File: src/rtl/range_tracker_pkg.sv
// Shared types for the min/max/range tracker: session states, error codes,
// and the compare direction used by the extreme tracker.
package range_tracker_pkg;
  typedef enum logic [1:0] {IDLE, RUN, DONE, ERROR} state_t;
  typedef enum logic [1:0] {ERR_NONE, ERR_BOTH, ERR_NOSESSION, ERR_EMPTY} err_t;
  typedef enum logic {DIR_MIN, DIR_MAX} dir_t;
endpackage

File: src/rtl/extreme_tracker.sv
// Running minimum or maximum of an accepted sample stream. next_value exposes
// the post-update value so the parent can latch a result in the same cycle.
module extreme_tracker
  import range_tracker_pkg::*;
#(
  parameter int   WIDTH = 16,
  parameter dir_t DIR   = DIR_MIN
) (
  input  logic             clock,
  input  logic             reset,
  input  logic             clear,
  input  logic             load,
  input  logic [WIDTH-1:0] sample,
  output logic [WIDTH-1:0] value,
  output logic [WIDTH-1:0] next_value
);
  logic first, first_nxt, better;

  assign better = (DIR == DIR_MIN) ? (sample < value) : (sample > value);

  // A clear and a load in the same cycle make the sample the first of the new run.
  always_comb begin
    next_value = value;
    first_nxt  = first;
    if (clear) begin
      next_value = '0;
      first_nxt  = 1'b1;
    end
    if (load) begin
      if (first_nxt || better) next_value = sample;
      first_nxt = 1'b0;
    end
  end

  always_ff @(posedge clock or posedge reset) begin
    if (reset) begin
      value <= '0;
      first <= 1'b1;
    end else begin
      value <= next_value;
      first <= first_nxt;
    end
  end
endmodule

File: src/rtl/range_tracker.sv
// Session-bracketed min/max/range tracker with saturating sample count.
// go/finish delimit a session; results latch on a good finish.
module range_tracker
  import range_tracker_pkg::*;
#(
  parameter int WIDTH     = 16,
  parameter int CNT_WIDTH = 12
) (
  input  logic                 clock,
  input  logic                 reset,
  input  logic [WIDTH-1:0]     data_in,
  input  logic                 data_valid,
  input  logic                 go,
  input  logic                 finish,
  output logic                 busy,
  output logic [WIDTH-1:0]     live_min,
  output logic [WIDTH-1:0]     live_max,
  output logic [WIDTH-1:0]     res_min,
  output logic [WIDTH-1:0]     res_max,
  output logic [WIDTH-1:0]     res_range,
  output logic [CNT_WIDTH-1:0] res_count,
  output logic                 res_ovf,
  output logic                 done,
  output logic [1:0]           err
);
  localparam logic [CNT_WIDTH-1:0] CNT_MAX = {CNT_WIDTH{1'b1}};

  state_t               state;
  logic                 both, accept, ovf, ovf_nxt;
  logic [CNT_WIDTH-1:0] count, count_nxt;
  logic [WIDTH-1:0]     min_nxt, max_nxt;

  assign both   = go & finish;
  // Samples count in RUN and on the go cycle itself; a go&finish cycle takes none.
  assign accept = data_valid & ~both & (go | (state == RUN));

  extreme_tracker #(.WIDTH(WIDTH), .DIR(DIR_MIN)) u_min (
    .clock(clock), .reset(reset), .clear(go), .load(accept),
    .sample(data_in), .value(live_min), .next_value(min_nxt)
  );

  extreme_tracker #(.WIDTH(WIDTH), .DIR(DIR_MAX)) u_max (
    .clock(clock), .reset(reset), .clear(go), .load(accept),
    .sample(data_in), .value(live_max), .next_value(max_nxt)
  );

  always_comb begin
    count_nxt = count;
    ovf_nxt   = ovf;
    if (go) begin
      count_nxt = {{(CNT_WIDTH-1){1'b0}}, accept};
      ovf_nxt   = 1'b0;
    end else if (accept) begin
      if (count == CNT_MAX) ovf_nxt = 1'b1;
      else                  count_nxt = count + 1'b1;
    end
  end

  always_ff @(posedge clock or posedge reset) begin
    if (reset) begin
      state     <= IDLE;
      busy      <= 1'b0;
      done      <= 1'b0;
      err       <= ERR_NONE;
      count     <= '0;
      ovf       <= 1'b0;
      res_min   <= '0;
      res_max   <= '0;
      res_range <= '0;
      res_count <= '0;
      res_ovf   <= 1'b0;
    end else begin
      count <= count_nxt;
      ovf   <= ovf_nxt;
      if (both) begin
        state <= ERROR;
        err   <= ERR_BOTH;
        done  <= 1'b0;
        busy  <= 1'b0;
      end else if (go) begin
        state <= RUN;
        err   <= ERR_NONE;
        done  <= 1'b0;
        busy  <= 1'b1;
      end else if (finish && state == RUN) begin
        busy <= 1'b0;
        // count_nxt is zero only when no sample was seen all session.
        if (count_nxt != '0) begin
          state     <= DONE;
          done      <= 1'b1;
          res_min   <= min_nxt;
          res_max   <= max_nxt;
          res_range <= max_nxt - min_nxt;
          res_count <= count_nxt;
          res_ovf   <= ovf_nxt;
        end else begin
          state <= ERROR;
          err   <= ERR_EMPTY;
        end
      end else if (finish) begin
        state <= ERROR;
        err   <= ERR_NOSESSION;
        done  <= 1'b0;
        busy  <= 1'b0;
      end
    end
  end
endmodule

File: config.mk
export PLATFORM = sky130hd
export DESIGN_NAME = range_tracker
export DESIGN_NICKNAME = d
export VERILOG_FILES = /design/src/rtl/range_tracker_pkg.sv /design/src/rtl/extreme_tracker.sv /design/src/rtl/range_tracker.sv
export SDC_FILE = /design/constraint.sdc
export NUM_CORES = 1
export LEC_CHECK = 0
export BUFFER_PORTS_ARGS = -buffer_cell sky130_fd_sc_hd__buf_2
export CAP_MARGIN = 20
export CORE_ASPECT_RATIO = 0.75
export CORE_MARGIN = 2
export CORE_UTILIZATION = 54
export DETAILED_ROUTE_END_ITERATION = 10
export PLACE_DENSITY = 0.78
export SLEW_MARGIN = 0
export SYNTH_ARGS = -nofsm -noshare
export SYNTH_HDL_FRONTEND = slang
export SYNTH_HIERARCHICAL = 1
export SYNTH_SLANG_ARGS = --single-unit
File: constraint.sdc
create_clock -name clock -period 9.3 [get_ports clock]
set_input_delay 1.86 -clock clock [delete_from_list [all_inputs] [get_ports clock]]
set_output_delay 1.86 -clock clock [all_outputs]
set_load 0.01 [all_outputs]
[Word level (Yosys, flattened, before mapping)]
Index checks and enable logic that the tools add are counted.
Storage, ports and cells
  flip-flop bits (word level): 114
  bits of input ports: 21
  output and inout bits: 97
  logic and storage cells: 71
Cells by class
  $add $sub $neg: 2
  magnitude comparators: 2
  equal/unequal tests: 4
  multiplexer cells: 34
  bitwise logic cells: 6
  reductions and logical operators: 8
Operators with widths (count)
  $mux W16: 6
  $mux W12: 3
  $mux W2: 9
  $gt A16 B16 Y1: 1
  $lt A16 B16 Y1: 1
  $mux W1: 16
  $sub A16 B16 Y16: 1
  $add A12 B1 Y12 const B: 1
  $eq A12 B12 Y1 const B: 1
  $reduce_bool A12 Y1: 1
  $ne A4 B3 Y1 const B: 1
  $ne A4 B4 Y1 const B: 1
  $reduce_and A2 Y1: 2
  $reduce_and A4 Y1: 1
  $reduce_bool A4 Y1: 1
  $and A1 B1 Y1: 3
  $eq A2 B1 Y1 const B: 1
  $logic_or A1 B1 Y1: 2
  $not A1 Y1: 2
  $logic_and A1 B1 Y1: 1
  $or A1 B1 Y1: 1

[Logic depth before layout (Yosys ltp)]
  depth in word-level cells: 11
  gate-level depth with buffers: 21

[By module]
Netlist, hierarchy kept.
Modules (own cells, without submodules)
  range_tracker: instances 1, cells each 379, area each 4446.8 sq um
  extreme_tracker at u_max: instances 1, cells each 99, area each 1077.3 sq um
  extreme_tracker at u_min: instances 1, cells each 96, area each 1076.0 sq um

[Least setup slack after synthesis]
No wires, ideal clock.
  path kind: input port to flip-flop
  start point: input data_in[15]
  end point: register res_range[14]
  library setup time: 0.125 ns
  data arrival time: 5.669 ns
  path slack: 3.505 ns
  cell stages on the path: 20
  cells stage by stage: ha_1 a2111oi_4 o221ai_2 a31o_1 a211o_1 and3_1 buf_6 buf_8 mux2i_1 inv_1 ha_1 fa_1 nor2b_1 o21a_1 o21ai_0 a21o_1 a31oi_1 o21ai_0 a21bo_2 mux2_4
On the way
  cells in the longest elaborated chain, start to end: 5
RTL lines
  from (decl): RTL line range_tracker.sv:11  | input logic [WIDTH-1:0] data_in,
  $gt A16 B16 Y1: RTL line extreme_tracker.sv:19  | assign better = (DIR == DIR_MIN) ? (sample < value) : (sample > value);
  $logic_or A1 B1 Y1: RTL line extreme_tracker.sv:30  | if (first_nxt || better) next_value = sample;
  $mux W16: RTL line extreme_tracker.sv:30
  $mux W16: RTL line extreme_tracker.sv:29  | if (load) begin
  net max_nxt[0]: RTL line range_tracker.sv:31  | logic [WIDTH-1:0] min_nxt, max_nxt;
  $sub A16 B16 Y16: RTL line range_tracker.sv:93  | res_range <= max_nxt - min_nxt;
  to (signal assigned): RTL line range_tracker.sv:93
  to (decl): RTL line range_tracker.sv:20  | output logic [WIDTH-1:0] res_range,
The timed path passes the listed nets, and every way through them passes these cells.
A chain may end at the register's enable or synchronous reset.

[Final worst setup path]
  start point: input go
  end point: register res_range[15]
RTL lines
  from (decl): RTL line range_tracker.sv:13  | input logic go,
  $and A1 B1 Y1: RTL line range_tracker.sv:33  | assign both = go & finish;
  $not A1 Y1 (no line)
  $and A1 B1 Y1 (2 in a row): RTL line range_tracker.sv:35  | assign accept = data_valid & ~both & (go | (state == RUN));
  $mux W16 *: RTL line extreme_tracker.sv:29
  net min_nxt[6]: RTL line range_tracker.sv:31
  $sub A16 B16 Y16 *: RTL line range_tracker.sv:93
Mark *: on every way through the listed nets, which the timed path passes. The rest lies on a longest branch.

==> parameters.txt <==
Parameter                              Value

Yosys
  Flip-flop and latch count after synthesis ... 114
  Share of async-settable or async-resettable flops after synthesis ... 100%
  Synth warnings ... 6
  Sequential cell area fraction in the yosys report ... 43.3%
  Top post-synthesis cells by area ... sky130_fd_sc_hd__dfrtp_1, sky130_fd_sc_hd__mux2_4, sky130_fd_sc_hd__ha_1
  Leading cell type by number of instances after synthesis ... sky130_fd_sc_hd__dfrtp_1
  Prevailing post-synth register cell ... sky130_fd_sc_hd__dfrtp_1
  Number of enable flip-flop cells after synthesis ... 0
  Area share of the largest cell type after synthesis ... 42.5%
  Cell type contributing the most total cell area after synthesis ... sky130_fd_sc_hd__dfrtp_1
  Gate Count Post-Synth ... 574
  Post-Syn Nets ... 643
  Mapped Avg Cell Area ... 11.5 um^2
  Synth Cell Area ... 6600 um^2
  Count of distinct cell types in the synthesized netlist ... 71
  Commonest cells in the synthesized netlist ... sky130_fd_sc_hd__dfrtp_1, sky130_fd_sc_hd__inv_1, sky130_fd_sc_hd__mux2_4

Clock network
  Clock buffers created by TritonCTS ... 17
  Root Buffer Master ... sky130_fd_sc_hd__clkbuf_16
  Total of cells resized after clock tree synthesis ... 0
  Total of hold buffers inserted after clock tree synthesis ... 0
  Clock transition at the register clock pins on the worst setup and hold paths after CTS ... 0.05 ns
  Sink count of the clock tree ... 114
  Maximum number of buffers from clock root to sink ... 2
  Post-CTS Repair Setup Buffers ... 0
  Clock tree from TritonCTS ... built
  Clk Latency, worst-skew pair ... 0.41 ns
  Deepest level of the CTS H-tree ... 4

Critical path
  Data required time at the worst endpoint ... 9.60 ns
  CP Buf/Inv Count ... 3
  Critical path peak fanout ... 28
  Critical Path Sink Type ... flip-flop
  Crit path kind ... in2reg
  Worst EP arrival ... 7.09 ns
  Series of cell instances along the critical path ... buf_2, nor2b_1, o21ai_2, inv_1, and2b_2, nand4_2, a32o_1, inv_1, ha_1, a21oi_1, a21boi_0, a21boi_0, o41ai_1, o21ai_0, o41ai_1, xnor2_1, mux2_2
  FF-to-FF End ... res_range[15]
  Top delay family on crit path ... compound AO/OA/AOI/OAI gates
  Worst setup path startpoint ... go
  End of the critical path ... res_range[15]
  Path depth of the worst reg2reg path ... 16
  Register-to-register setup slack ... 3.86 ns
  Kind of start point of the critical path ... primary input
  Number of cells on the critical path ... 17
  Slowest stage delay, CP ... 0.66 ns
  Reg-to-reg critical path startpoint ... u_max/value[15]
  Critical-path cell with the highest stage delay ... sky130_fd_sc_hd__o41ai_1

Floorplan
  Floorplan Core Area ... 11700 um^2
  Height of the die ... 99.7 um
  Number of standard-cell rows in the floorplan ... 34
  Die area ... 13100 um^2
  Number of I/O pins ... 118
  Die Wd ... 132 um
  Starting utilization of the core area ... 56.2%

Power
  Power per Cell Area ... 247 nW/um^2
  Total power of the final layout ... 1950 uW
  Leakage power figure ... 0.00388 uW
  Peak VDD IR ... 217 uV

Timing
  Final Cycle Share ... 73.1%
  Clock period minus worst slack ... 6.79 ns
  Worst clock skew ... 0.00750 ns
  Unrepaired setup endpoints after global routing ... false
  Worst max-slew margin expressed relative to the limit ... 43.8%
  Final WS setup ... 2.51 ns
  Final setup vio count ... 0
  Slew at the pin with the worst max-slew slack ... 0.842 ns
  Final hold slack ... 0.484 ns
  Final Hold Viols ... 0
  Pins Over Slew Limit ... 0
  Maximum achievable frequency ... 0.147 GHz
  Final sum of negative setup slack ... 0 ns

Global route
  Routing layer with the top usage in global route ... met2
  Via count of the first global-routing pass ... 5214
  Global routing met3 resource utilization ... 7.70%
  Met1 usage ... 40.0%
  Final global-route overflow total ... 0
  Antenna violations before repair ... 0
  Wire length of the first global-routing pass ... 28300 um
  GRT met2 Usage ... 40.2%
  Total routing resource utilization after global routing ... 27.6%
  Pin count of the biggest net entering global routing ... 43

Route
  Via total after detailed routing ... 5120
  Number of search-and-repair iterations in the first detailed-routing pass ... 5
  Post-route antenna net violation count ... 0
  Routed length per instance ... 20.1 um
  Mean number of vias per cell ... 5.89
  Post-route DRC violation count ... 0
  Routed WL ... 17500 um
  Iteration-0 DRC count of the detailed router ... 287

Cells and area
  Cell Count, Final, Fillers Out ... 869
  Antenna cell count ... 0
  Fraction of final layout cells with drive strength greater than 1 ... 35.1%
  Layout net count ... 763
  Area Growth Syn to Fin ... 19.9%

Placement
  HPWL reported at the end of detailed placement ... 12400 um
  Instance count after placement with tap cells included ... 837
  IO buf count ... 117
  Worst-case setup slack after placement ... 2.36 ns
  Final GP Congestion ... 0.922

Hold path
  Type of the tightest min-delay check ... reg2reg

Status
  Run status ... completed

Flow run
  Count of maximum capacitance violations ... 0
## cell families after synthesis
| group | after synthesis | synth area share (%) |
|---|---|---|
| DFF | 114 | 43.3 |
| and+or+nand+nor | 123 | 10.7 |
| AOI/OAI and AO/OA | 118 | 14.1 |
| adders and majority gates | 48 | 9.21 |
| muxes | 65 | 13.8 |
| buffers and inverters | 88 | 6.58 |
| xor gates and xnor gates | 18 | 2.39 |
## metrics by stage
step	instance area (um^2)	utilization, %
detailed placement	7240	61.7
floorplan	6600	-
global route	7910	67.4
CTS	7910	67.4
finish	7910	67.4
global placement	7240	61.7
## sequential cells by signal (all words and copies together) (netlist names), 2 cells and up
register / cells
count: 12
u_min/value: 16
state: 2
u_max/value: 16
res_max: 16
res_count: 12
res_range: 16
err: 2
res_min: 16
## worst reg2reg max path: stages (launching register included)
cell and delay (ns):
sky130_fd_sc_hd__dfrtp_1 0.38, sky130_fd_sc_hd__inv_1 0.07, sky130_fd_sc_hd__ha_1 0.36, sky130_fd_sc_hd__nand4_1 0.22, sky130_fd_sc_hd__nor4_1 0.45, sky130_fd_sc_hd__a211o_1 0.20, sky130_fd_sc_hd__and3_1 0.65, sky130_fd_sc_hd__a22o_2 0.29
sky130_fd_sc_hd__ha_1 0.27, sky130_fd_sc_hd__a21oi_1 0.21, sky130_fd_sc_hd__a21boi_0 0.18, sky130_fd_sc_hd__a21boi_0 0.20, sky130_fd_sc_hd__o41ai_1 0.66, sky130_fd_sc_hd__o21ai_0 0.33, sky130_fd_sc_hd__o41ai_1 0.43, sky130_fd_sc_hd__xnor2_1 0.15
sky130_fd_sc_hd__mux2_2 0.28
## layout by cell type, fill, tap and decap left out, types with 6 or more instances in the layout
cell and n:
sky130_fd_sc_hd__a21oi_1 26, sky130_fd_sc_hd__a22o_2 15, sky130_fd_sc_hd__a32o_1 16, sky130_fd_sc_hd__buf_2 117
sky130_fd_sc_hd__clkbuf_16 17, sky130_fd_sc_hd__dfrtp_1 112, sky130_fd_sc_hd__ha_1 47, sky130_fd_sc_hd__inv_1 66
sky130_fd_sc_hd__mux2_4 51, sky130_fd_sc_hd__mux2i_1 10, sky130_fd_sc_hd__nand2_1 20, sky130_fd_sc_hd__nand2b_1 6
sky130_fd_sc_hd__nand3_1 7, sky130_fd_sc_hd__nand4_1 8, sky130_fd_sc_hd__nor2_1 35, sky130_fd_sc_hd__nor2b_1 6
sky130_fd_sc_hd__nor3_1 10, sky130_fd_sc_hd__o21ai_0 15, sky130_fd_sc_hd__xnor2_1 13
## cell type report
cell class	count	area [um^2]
inverters	67	251
clock buffers	20	467
repair buffers	122	623
multi-input cells	372	3310
fillers	909	3830
clock inverters	12	204
well taps	162	203
flip-flops and latches	114	2860
## per-layer routing
layer / share of wire [%] / routed length (um)
met5: 0 / 0
met4: 1.4 / 249
met3: 7.9 / 1380
met2: 43 / 7460
met1: 48 / 8380
## where the power goes
part,total (uW),switching (uW),internal (uW),leakage (uW)
registers,666,69.2,597,0.00149
logic,551,281,270,0.00207
clock network,735,238,497,0.000318
total,1950,588,1360,0.00388
## worst min path at each step
| stage | startpoint | end | slack, ns | cells after the start |
|---|---|---|---|---|
| 3_3_place_gp | err[1] | err[1] | 0.47 | 1 |
| 4_1_cts | err[1] | err[1] | 0.49 | 1 |
| 5_1_grt | res_min[15] | res_min[15] | 0.52 | 1 |
| 2_1_floorplan | ovf | ovf | 0.45 | 2 |
| 6_report | err[1] | err[1] | 0.48 | 1 |
| 3_5_place_dp | err[1] | err[1] | 0.47 | 1 |
Note: power is estimated with default switching activity, not from simulation.
